$ cat src/rtl/bridge_sample_qualifier_pkg.sv
// Shared definitions for the bridge sample qualifier: qualifier state
// encoding, change counter width and saturation, and a saturating increment.
package bridge_sample_qualifier_pkg;

    // EMPTY: nothing qualified since reset. TRACK: cur_value holds a qualified value.
    typedef enum logic {
        ST_EMPTY = 1'b0,
        ST_TRACK = 1'b1
    } qual_state_e;

    localparam int               CHG_CNT_W   = 16;
    localparam logic [CHG_CNT_W-1:0] CHG_CNT_MAX = 16'hFFFF;

    // Run counter width; STABLE_CYCLES is limited to 1..255.
    localparam int               RUN_W       = 8;

    // Increment that sticks at the maximum instead of wrapping.
    function automatic logic [CHG_CNT_W-1:0] chg_cnt_inc(input logic [CHG_CNT_W-1:0] v);
        return (v == CHG_CNT_MAX) ? v : v + 16'd1;
    endfunction

endpackage

$ cat src/rtl/qual_event_fifo.sv
// First-word-fall-through event queue for the bridge sample qualifier.
// A push while full is accepted only when a pop happens in the same cycle;
// a pop while empty is ignored, so push+pop on an empty queue is push only.
module qual_event_fifo #(
    parameter int DATA_WIDTH = 8,
    parameter int FIFO_DEPTH = 4
) (
    input  logic                  clk,
    input  logic                  rst,
    input  logic                  i_push,
    input  logic [DATA_WIDTH-1:0] i_data,
    input  logic                  i_pop,
    output logic [DATA_WIDTH-1:0] o_data,
    output logic                  o_full,
    output logic                  o_empty
);

    localparam int AW = $clog2(FIFO_DEPTH);

    logic [DATA_WIDTH-1:0] r_mem [FIFO_DEPTH];
    logic [AW:0]           r_wr_ptr;
    logic [AW:0]           r_rd_ptr;
    logic                  w_do_pop;
    logic                  w_do_push;

    // Extra pointer bit distinguishes full from empty when the indices match.
    assign o_empty   = (r_wr_ptr == r_rd_ptr);
    assign o_full    = (r_wr_ptr[AW] != r_rd_ptr[AW]) &&
                       (r_wr_ptr[AW-1:0] == r_rd_ptr[AW-1:0]);
    assign w_do_pop  = i_pop && !o_empty;
    assign w_do_push = i_push && (!o_full || w_do_pop);
    assign o_data    = r_mem[r_rd_ptr[AW-1:0]];

    // Pointer update; storage itself needs no reset since empty masks it.
    always_ff @(posedge clk) begin
        if (rst) begin
            r_wr_ptr <= '0;
            r_rd_ptr <= '0;
        end else begin
            if (w_do_push) r_wr_ptr <= r_wr_ptr + 1'b1;
            if (w_do_pop)  r_rd_ptr <= r_rd_ptr + 1'b1;
        end
    end

    // Storage write for accepted pushes.
    always_ff @(posedge clk) begin
        if (w_do_push) r_mem[r_wr_ptr[AW-1:0]] <= i_data;
    end

endmodule

$ cat src/rtl/bridge_sample_qualifier.sv
// Bridge sample qualifier: accepts a bridged register value only after it has
// been sampled unchanged for STABLE_CYCLES consecutive clock edges, records
// each qualified change in an event queue and counts them.
// Optional feature macro: BRIDGE_QUAL_STALL_DETECT_EN enables the unsettled
// (stall) flag; without it unsettled is tied low and no stall counter exists.
//
// Event handshake: an event is offered while evt_valid is high with its value
// on evt_data; it is consumed at the clock edge where evt_valid && evt_ready,
// and evt_ready is ignored while evt_valid is low.
module bridge_sample_qualifier
    import bridge_sample_qualifier_pkg::*;
#(
    parameter int DATA_WIDTH     = 8,
    parameter int STABLE_CYCLES  = 4,
    parameter int FIFO_DEPTH     = 4,
    parameter int TIMEOUT_CYCLES = 1024
) (
    input  logic                  clk,
    input  logic                  rst,
    input  logic [DATA_WIDTH-1:0] din,
    output logic [DATA_WIDTH-1:0] cur_value,
    output logic                  cur_valid,
    output logic [DATA_WIDTH-1:0] evt_data,
    output logic                  evt_valid,
    input  logic                  evt_ready,
    output logic [CHG_CNT_W-1:0]  change_count,
    output logic                  overflow,
    output logic                  unsettled
);

    localparam logic [RUN_W-1:0] STABLE_L = RUN_W'(STABLE_CYCLES);

    // Elaboration-time parameter sanity checks.
    if (STABLE_CYCLES < 1 || STABLE_CYCLES > 255) begin : g_bad_stable
        $error("STABLE_CYCLES must be in 1..255");
    end
    if (FIFO_DEPTH < 2 || (FIFO_DEPTH & (FIFO_DEPTH - 1)) != 0) begin : g_bad_depth
        $error("FIFO_DEPTH must be a power of two >= 2");
    end
    if (TIMEOUT_CYCLES < 1) begin : g_bad_timeout
        $error("TIMEOUT_CYCLES must be >= 1");
    end

    logic [DATA_WIDTH-1:0] r_din_q;
    logic                  r_din_q_vld;
    logic [RUN_W-1:0]      r_run;
    logic [RUN_W-1:0]      w_run_next;
    logic                  w_sat;
    logic                  w_accept;
    qual_state_e           r_state;
    logic [DATA_WIDTH-1:0] r_cur_value;
    logic                  r_cur_valid;
    logic [CHG_CNT_W-1:0]  r_change_count;
    logic                  r_overflow;
    logic                  w_fifo_full;
    logic                  w_fifo_empty;
    logic                  w_pop;

    // A run only counts pairs of samples both taken since reset, so the first
    // post-reset acceptance always needs the full STABLE_CYCLES.
    always_comb begin
        w_run_next = '0;
        if (r_din_q_vld && (din == r_din_q)) begin
            w_run_next = (r_run == STABLE_L) ? r_run : r_run + 1'b1;
        end
    end

    // Acceptance fires on the edge where the run saturates; re-settling on the
    // value already held is not a change.
    assign w_sat    = (w_run_next == STABLE_L);
    assign w_accept = w_sat && ((r_state == ST_EMPTY) || (r_din_q != r_cur_value));

    // Input sampling register and run counter.
    always_ff @(posedge clk) begin
        if (rst) begin
            r_din_q     <= '0;
            r_din_q_vld <= 1'b0;
            r_run       <= '0;
        end else begin
            r_din_q     <= din;
            r_din_q_vld <= 1'b1;
            r_run       <= w_run_next;
        end
    end

    // Qualifier FSM with registered qualified value, valid flag and change count.
    always_ff @(posedge clk) begin
        if (rst) begin
            r_state        <= ST_EMPTY;
            r_cur_value    <= '0;
            r_cur_valid    <= 1'b0;
            r_change_count <= '0;
        end else begin
            case (r_state)
                ST_EMPTY: begin
                    if (w_accept) begin
                        r_state        <= ST_TRACK;
                        r_cur_value    <= r_din_q;
                        r_cur_valid    <= 1'b1;
                        r_change_count <= chg_cnt_inc(r_change_count);
                    end
                end
                ST_TRACK: begin
                    if (w_accept) begin
                        r_cur_value    <= r_din_q;
                        r_change_count <= chg_cnt_inc(r_change_count);
                    end
                end
                default: r_state <= ST_EMPTY;
            endcase
        end
    end

    assign w_pop = evt_ready && !w_fifo_empty;

    // Sticky drop flag: an accepted change that found the queue full with no pop.
    always_ff @(posedge clk) begin
        if (rst) begin
            r_overflow <= 1'b0;
        end else if (w_accept && w_fifo_full && !w_pop) begin
            r_overflow <= 1'b1;
        end
    end

    qual_event_fifo #(
        .DATA_WIDTH (DATA_WIDTH),
        .FIFO_DEPTH (FIFO_DEPTH)
    ) u_fifo (
        .clk     (clk),
        .rst     (rst),
        .i_push  (w_accept),
        .i_data  (r_din_q),
        .i_pop   (evt_ready),
        .o_data  (evt_data),
        .o_full  (w_fifo_full),
        .o_empty (w_fifo_empty)
    );

`ifdef BRIDGE_QUAL_STALL_DETECT_EN
    localparam int STALL_W = $clog2(TIMEOUT_CYCLES + 1);
    localparam logic [STALL_W-1:0] TMO_L = STALL_W'(TIMEOUT_CYCLES);

    logic [STALL_W-1:0] r_stall_cnt;
    logic               r_unsettled;

    // Counts edges since the run counter last saturated; flags after the timeout.
    always_ff @(posedge clk) begin
        if (rst) begin
            r_stall_cnt <= '0;
            r_unsettled <= 1'b0;
        end else if (w_sat) begin
            r_stall_cnt <= '0;
            r_unsettled <= 1'b0;
        end else begin
            if (r_stall_cnt != TMO_L) r_stall_cnt <= r_stall_cnt + 1'b1;
            r_unsettled <= (r_stall_cnt >= TMO_L - 1'b1);
        end
    end

    assign unsettled = r_unsettled;
`else
    assign unsettled = 1'b0;
`endif

    assign cur_value    = r_cur_value;
    assign cur_valid    = r_cur_valid;
    assign evt_valid    = !w_fifo_empty;
    assign change_count = r_change_count;
    assign overflow     = r_overflow;

endmodule
$ cat config.mk
export PLATFORM = sky130hd
export DESIGN_NAME = bridge_sample_qualifier
export DESIGN_NICKNAME = d
export VERILOG_FILES = /design/src/rtl/bridge_sample_qualifier_pkg.sv /design/src/rtl/qual_event_fifo.sv /design/src/rtl/bridge_sample_qualifier.sv
export SDC_FILE = /design/constraint.sdc
export NUM_CORES = 1
export LEC_CHECK = 0
export CORE_UTILIZATION = 55
export DETAILED_ROUTE_END_ITERATION = 16
export PLACE_DENSITY = 0.83
export RECOVER_POWER = 25
export SYNTH_ARGS = -nofsm -noshare
export SYNTH_HDL_FRONTEND = slang
export SYNTH_SLANG_ARGS = --single-unit
$ cat constraint.sdc
create_clock -name clk -period 5.95 [get_ports clk]
set_clock_uncertainty 0.1 [all_clocks]
set_input_delay 1.785 -clock clk [delete_from_list [all_inputs] [get_ports clk]]
set_output_delay 1.785 -clock clk [all_outputs]
set_load 0.01 [all_outputs]
==> results.py <==
metrics = {
    "synth": {
        "synth-edff-count": 32,
        "syn_area_um2": 3660,
        "ys_seq_elements": 84,
        "synth_largest_area_cell": "dfxtp_1",
        "muxShareOfSynthArea_pct": 7.69,
        "synth_warnings": 0,
        "synth_top_family_by_area": "simple AND/OR/NAND/NOR gates",
        "async_reset_ff_share_pct": 0,
        "ys_top_cells_by_count": "dfxtp_1 (52), edfxtp_1 (32), nor2_1 (25)",
        "synth_xor_area_share_pct": 6.46,
        "netlist_top_cells_area": "dfxtp_1 (28%), edfxtp_1 (26%), mux4_2 (4.9%)",
        "yosys_most_used_dff": "dfxtp_1",
        "yosysMostFrequentCell": "dfxtp_1",
        "synth_fp_nets": 345,
        "synthCells": 326,
        "yosysSeqAreaShare_pct": 54.7,
        "synthAdderAreaFrac_pct": 2.74,
        "synthDominantCellAreaShare_pct": 28.5,
        "synth_compound_area_share_pct": 8.21,
        "avgSynthCellArea_um2": 11.2,
        "synth.distinct_cells": 43,
        "synthSimpleGateAreaFrac_pct": 17.5,
    },
    "layout": {
        "drive_gt1_share_pct": 8.49,
        "diodes": 0,
        "area_growth_pct": 19.3,
        "layout.nets": 391,
    },
    "clocking": {
        "clock_latency_ns": 0.35,
        "cts_buffer_depth": 2,
        "cts-resized-gates": 0,
        "root_buffer": "clkbuf_8",
        "clkTransAtPathRegs_ns": 0.08,
        "post_cts_buffers": 0,
        "cts_buffers": 9,
        "cts_tree": "done",
        "htree_levels": 3,
        "hold_buffers": 0,
        "cts.sinks": 84,
    },
    "global_routing": {
        "grt_pass1_vias": 2583,
        "grtUsageMet2_pct": 38.5,
        "grt_pass1_wl_mm": 12.2,
        "antenna_found_initial": 0,
        "track_usage_pct": 22.2,
        "grt.busiest_layer": "met2",
        "grt_max_degree": 31,
        "met3_usage_pct": 6.82,
        "grt_overflow": 0,
        "grt_util_met1_pct": 26.6,
    },
    "place": {
        "io_buffers": 45,
        "hpwl_mm": 5.05,
        "place_congestion": 0.792,
    },
    "floorplan": {
        "dieArea_um2": 6980,
        "coreArea_um2": 6390,
        "io_pins": 47,
        "die_x_um": 83.6,
        "rows": 29,
        "die_h_um": 83.6,
        "initial_core_util_pct": 57.3,
    },
    "sta": {
        "rsz0062_at_grt": "false",
        "finalHoldViolations": 0,
        "tightest_slew_ns": 1.45,
        "fin_crit_sh_pct": 72.1,
        "setup_violations": 0,
        "slew_headroom_pct": 3.55,
        "fin_setup_tns_ns": 0,
        "holdWs_ns": 0.378,
        "fin_crit_ns": 4.29,
        "final_max_slew_viol_count": 0,
        "max_freq_mhz": 233,
    },
    "run_status": {
        "outcome": "completed",
    },
    "detailed_routing": {
        "routed_via_density": 5.82,
        "drtPass1Iterations": 4,
        "wl_per_cell_um": 16.3,
        "drt-total-wl_mm": 7.38,
        "vias": 2643,
        "dr.first_iter.drc_count": 147,
        "ant_nets": 0,
        "route.detailed.drc": 0,
    },
    "power_and_ir_drop": {
        "total_power_uw": 1030,
        "vdd_ir_drop_max_uv": 196,
        "power_density_nw_per_um2": 236,
        "leakagePower_uw": 0.00154,
    },
    "critical_path": {
        "arrival_ns": 4.45,
        "slowest_delay_ns": 0.71,
        "crit_top_cell": "nand4_1",
        "crit_path_end_kind": "flip-flop",
        "start_kind": "primary input",
        "required_ns": 6.11,
        "r2r_slack_ns": 2.62,
        "critPathMaxFanout": 20,
        "crit_buf_inv": 1,
        "crit_family": "simple AND/OR/NAND/NOR gates",
        "critPathKind": "primary input to flip-flop",
        "slowest_stage": "or4_1",
        "crit_chain": "clkdlybuf4s50_1 > xnor2_1 > nand4_1 > nor3_1 > nand4_1 > or4_1 > a21oi_1",
    },
    "job": {
        "drv_cap": 0,
    },
    "min_path": {
        "worstHoldPathType": "flip-flop to flip-flop",
    },
}
==> power breakdown <==
group          total (uW)  switching, uW  internal (uW)
Sequential            605           6.42            598
Combinational        25.4           12.5           12.9
Clock                 398            203            195
==> worst min-delay path, stage by stage (launching register included) <==
cell     delay, ns
dfxtp_1       0.33
inv_1         0.05
a21oi_1       0.05
==> stage by stage <==
stage | util [%] | area, um^2 | std cells | worst slack [ns]
floorplan | - | 3660 | 326 | 2.18
global placement | 65.3 | 4170 | 438 | 1.48
detailed placement | 65.3 | 4170 | 438 | 1.38
CTS | 68.4 | 4370 | 454 | 1.74
global route | 68.3 | 4360 | 454 | 1.46
finish | 68.3 | 4360 | 454 | 1.66
==> cell type report <==
| class | instances | area, um^2 |
|---|---|---|
| clock buffer | 9 | 124 |
| timing repair buffer | 47 | 462 |
| sequential | 84 | 2000 |
| inverter | 11 | 41.3 |
| tap | 77 | 96.3 |
| fill | 471 | 2020 |
| clock inverter | 7 | 75.1 |
| multi-input combinational | 219 | 1560 |
==> layout by cell type, fill, tap and decap left out, types with 3 or more instances in the layout <==
master           Yosys  layout
nor2b_1              9       9
o31ai_1             11      11
clkbuf_8             0       9
xnor2_1             14      14
nand2_1             17      17
or4_1               10      10
inv_1               11      11
xor2_1              13      13
or3_1                5       5
nor2_1              25      25
o21ai_0              7       7
and3_1               5       5
dfxtp_1             52      52
nand4_1              8       8
and2_1               4       4
nand3_1             15      15
ha_1                 8       8
mux4_2               8       8
mux2i_1              9       9
edfxtp_1            32      32
nor4_1               3       3
nor3_1               5       5
clkdlybuf4s50_1      0      44
a21oi_1             23      23
==> sequential cells by signal, indices dropped and copies added (netlist names), named ones only <==
signal / cells
change_count: 16
u_fifo.r_rd_ptr: 3
overflow: 1
r_run: 8
u_fifo.r_mem: 32
cur_value: 8
r_din_q_vld: 1
r_din_q: 8
cur_valid: 1
r_state: 1
u_fifo.r_wr_ptr: 3
==> worst paths after layout <==
| path | cells after the start | endpoint | startpoint |
|---|---|---|---|
| max reg2reg | 7 | change_count[13] | r_run[1] |
| min reg2reg | 2 | r_state | r_state |
| max | 7 | change_count[13] | din[0] |
| min | 2 | r_state | r_state |
==> kinds of logic (layout without fill, tap and decap cells) <==
logic type	count (synthesis)	count (layout)
other	1	1
multiplexers	18	18
AND/OR/NAND/NOR	117	117
flip-flops	84	84
adder cells (fa/ha/maj)	8	8
XOR/XNOR	27	27
buffers and inverters	23	74
AO/OA/AOI/OAI	48	48
==> routing by layer <==
layer / part of all wire (%) / wire (um)
met5: 0 / 0
met4: 0.65 / 48
met3: 4.6 / 341
met2: 52 / 3810
met1: 43 / 3180
(Power assumes the default switching activity.)
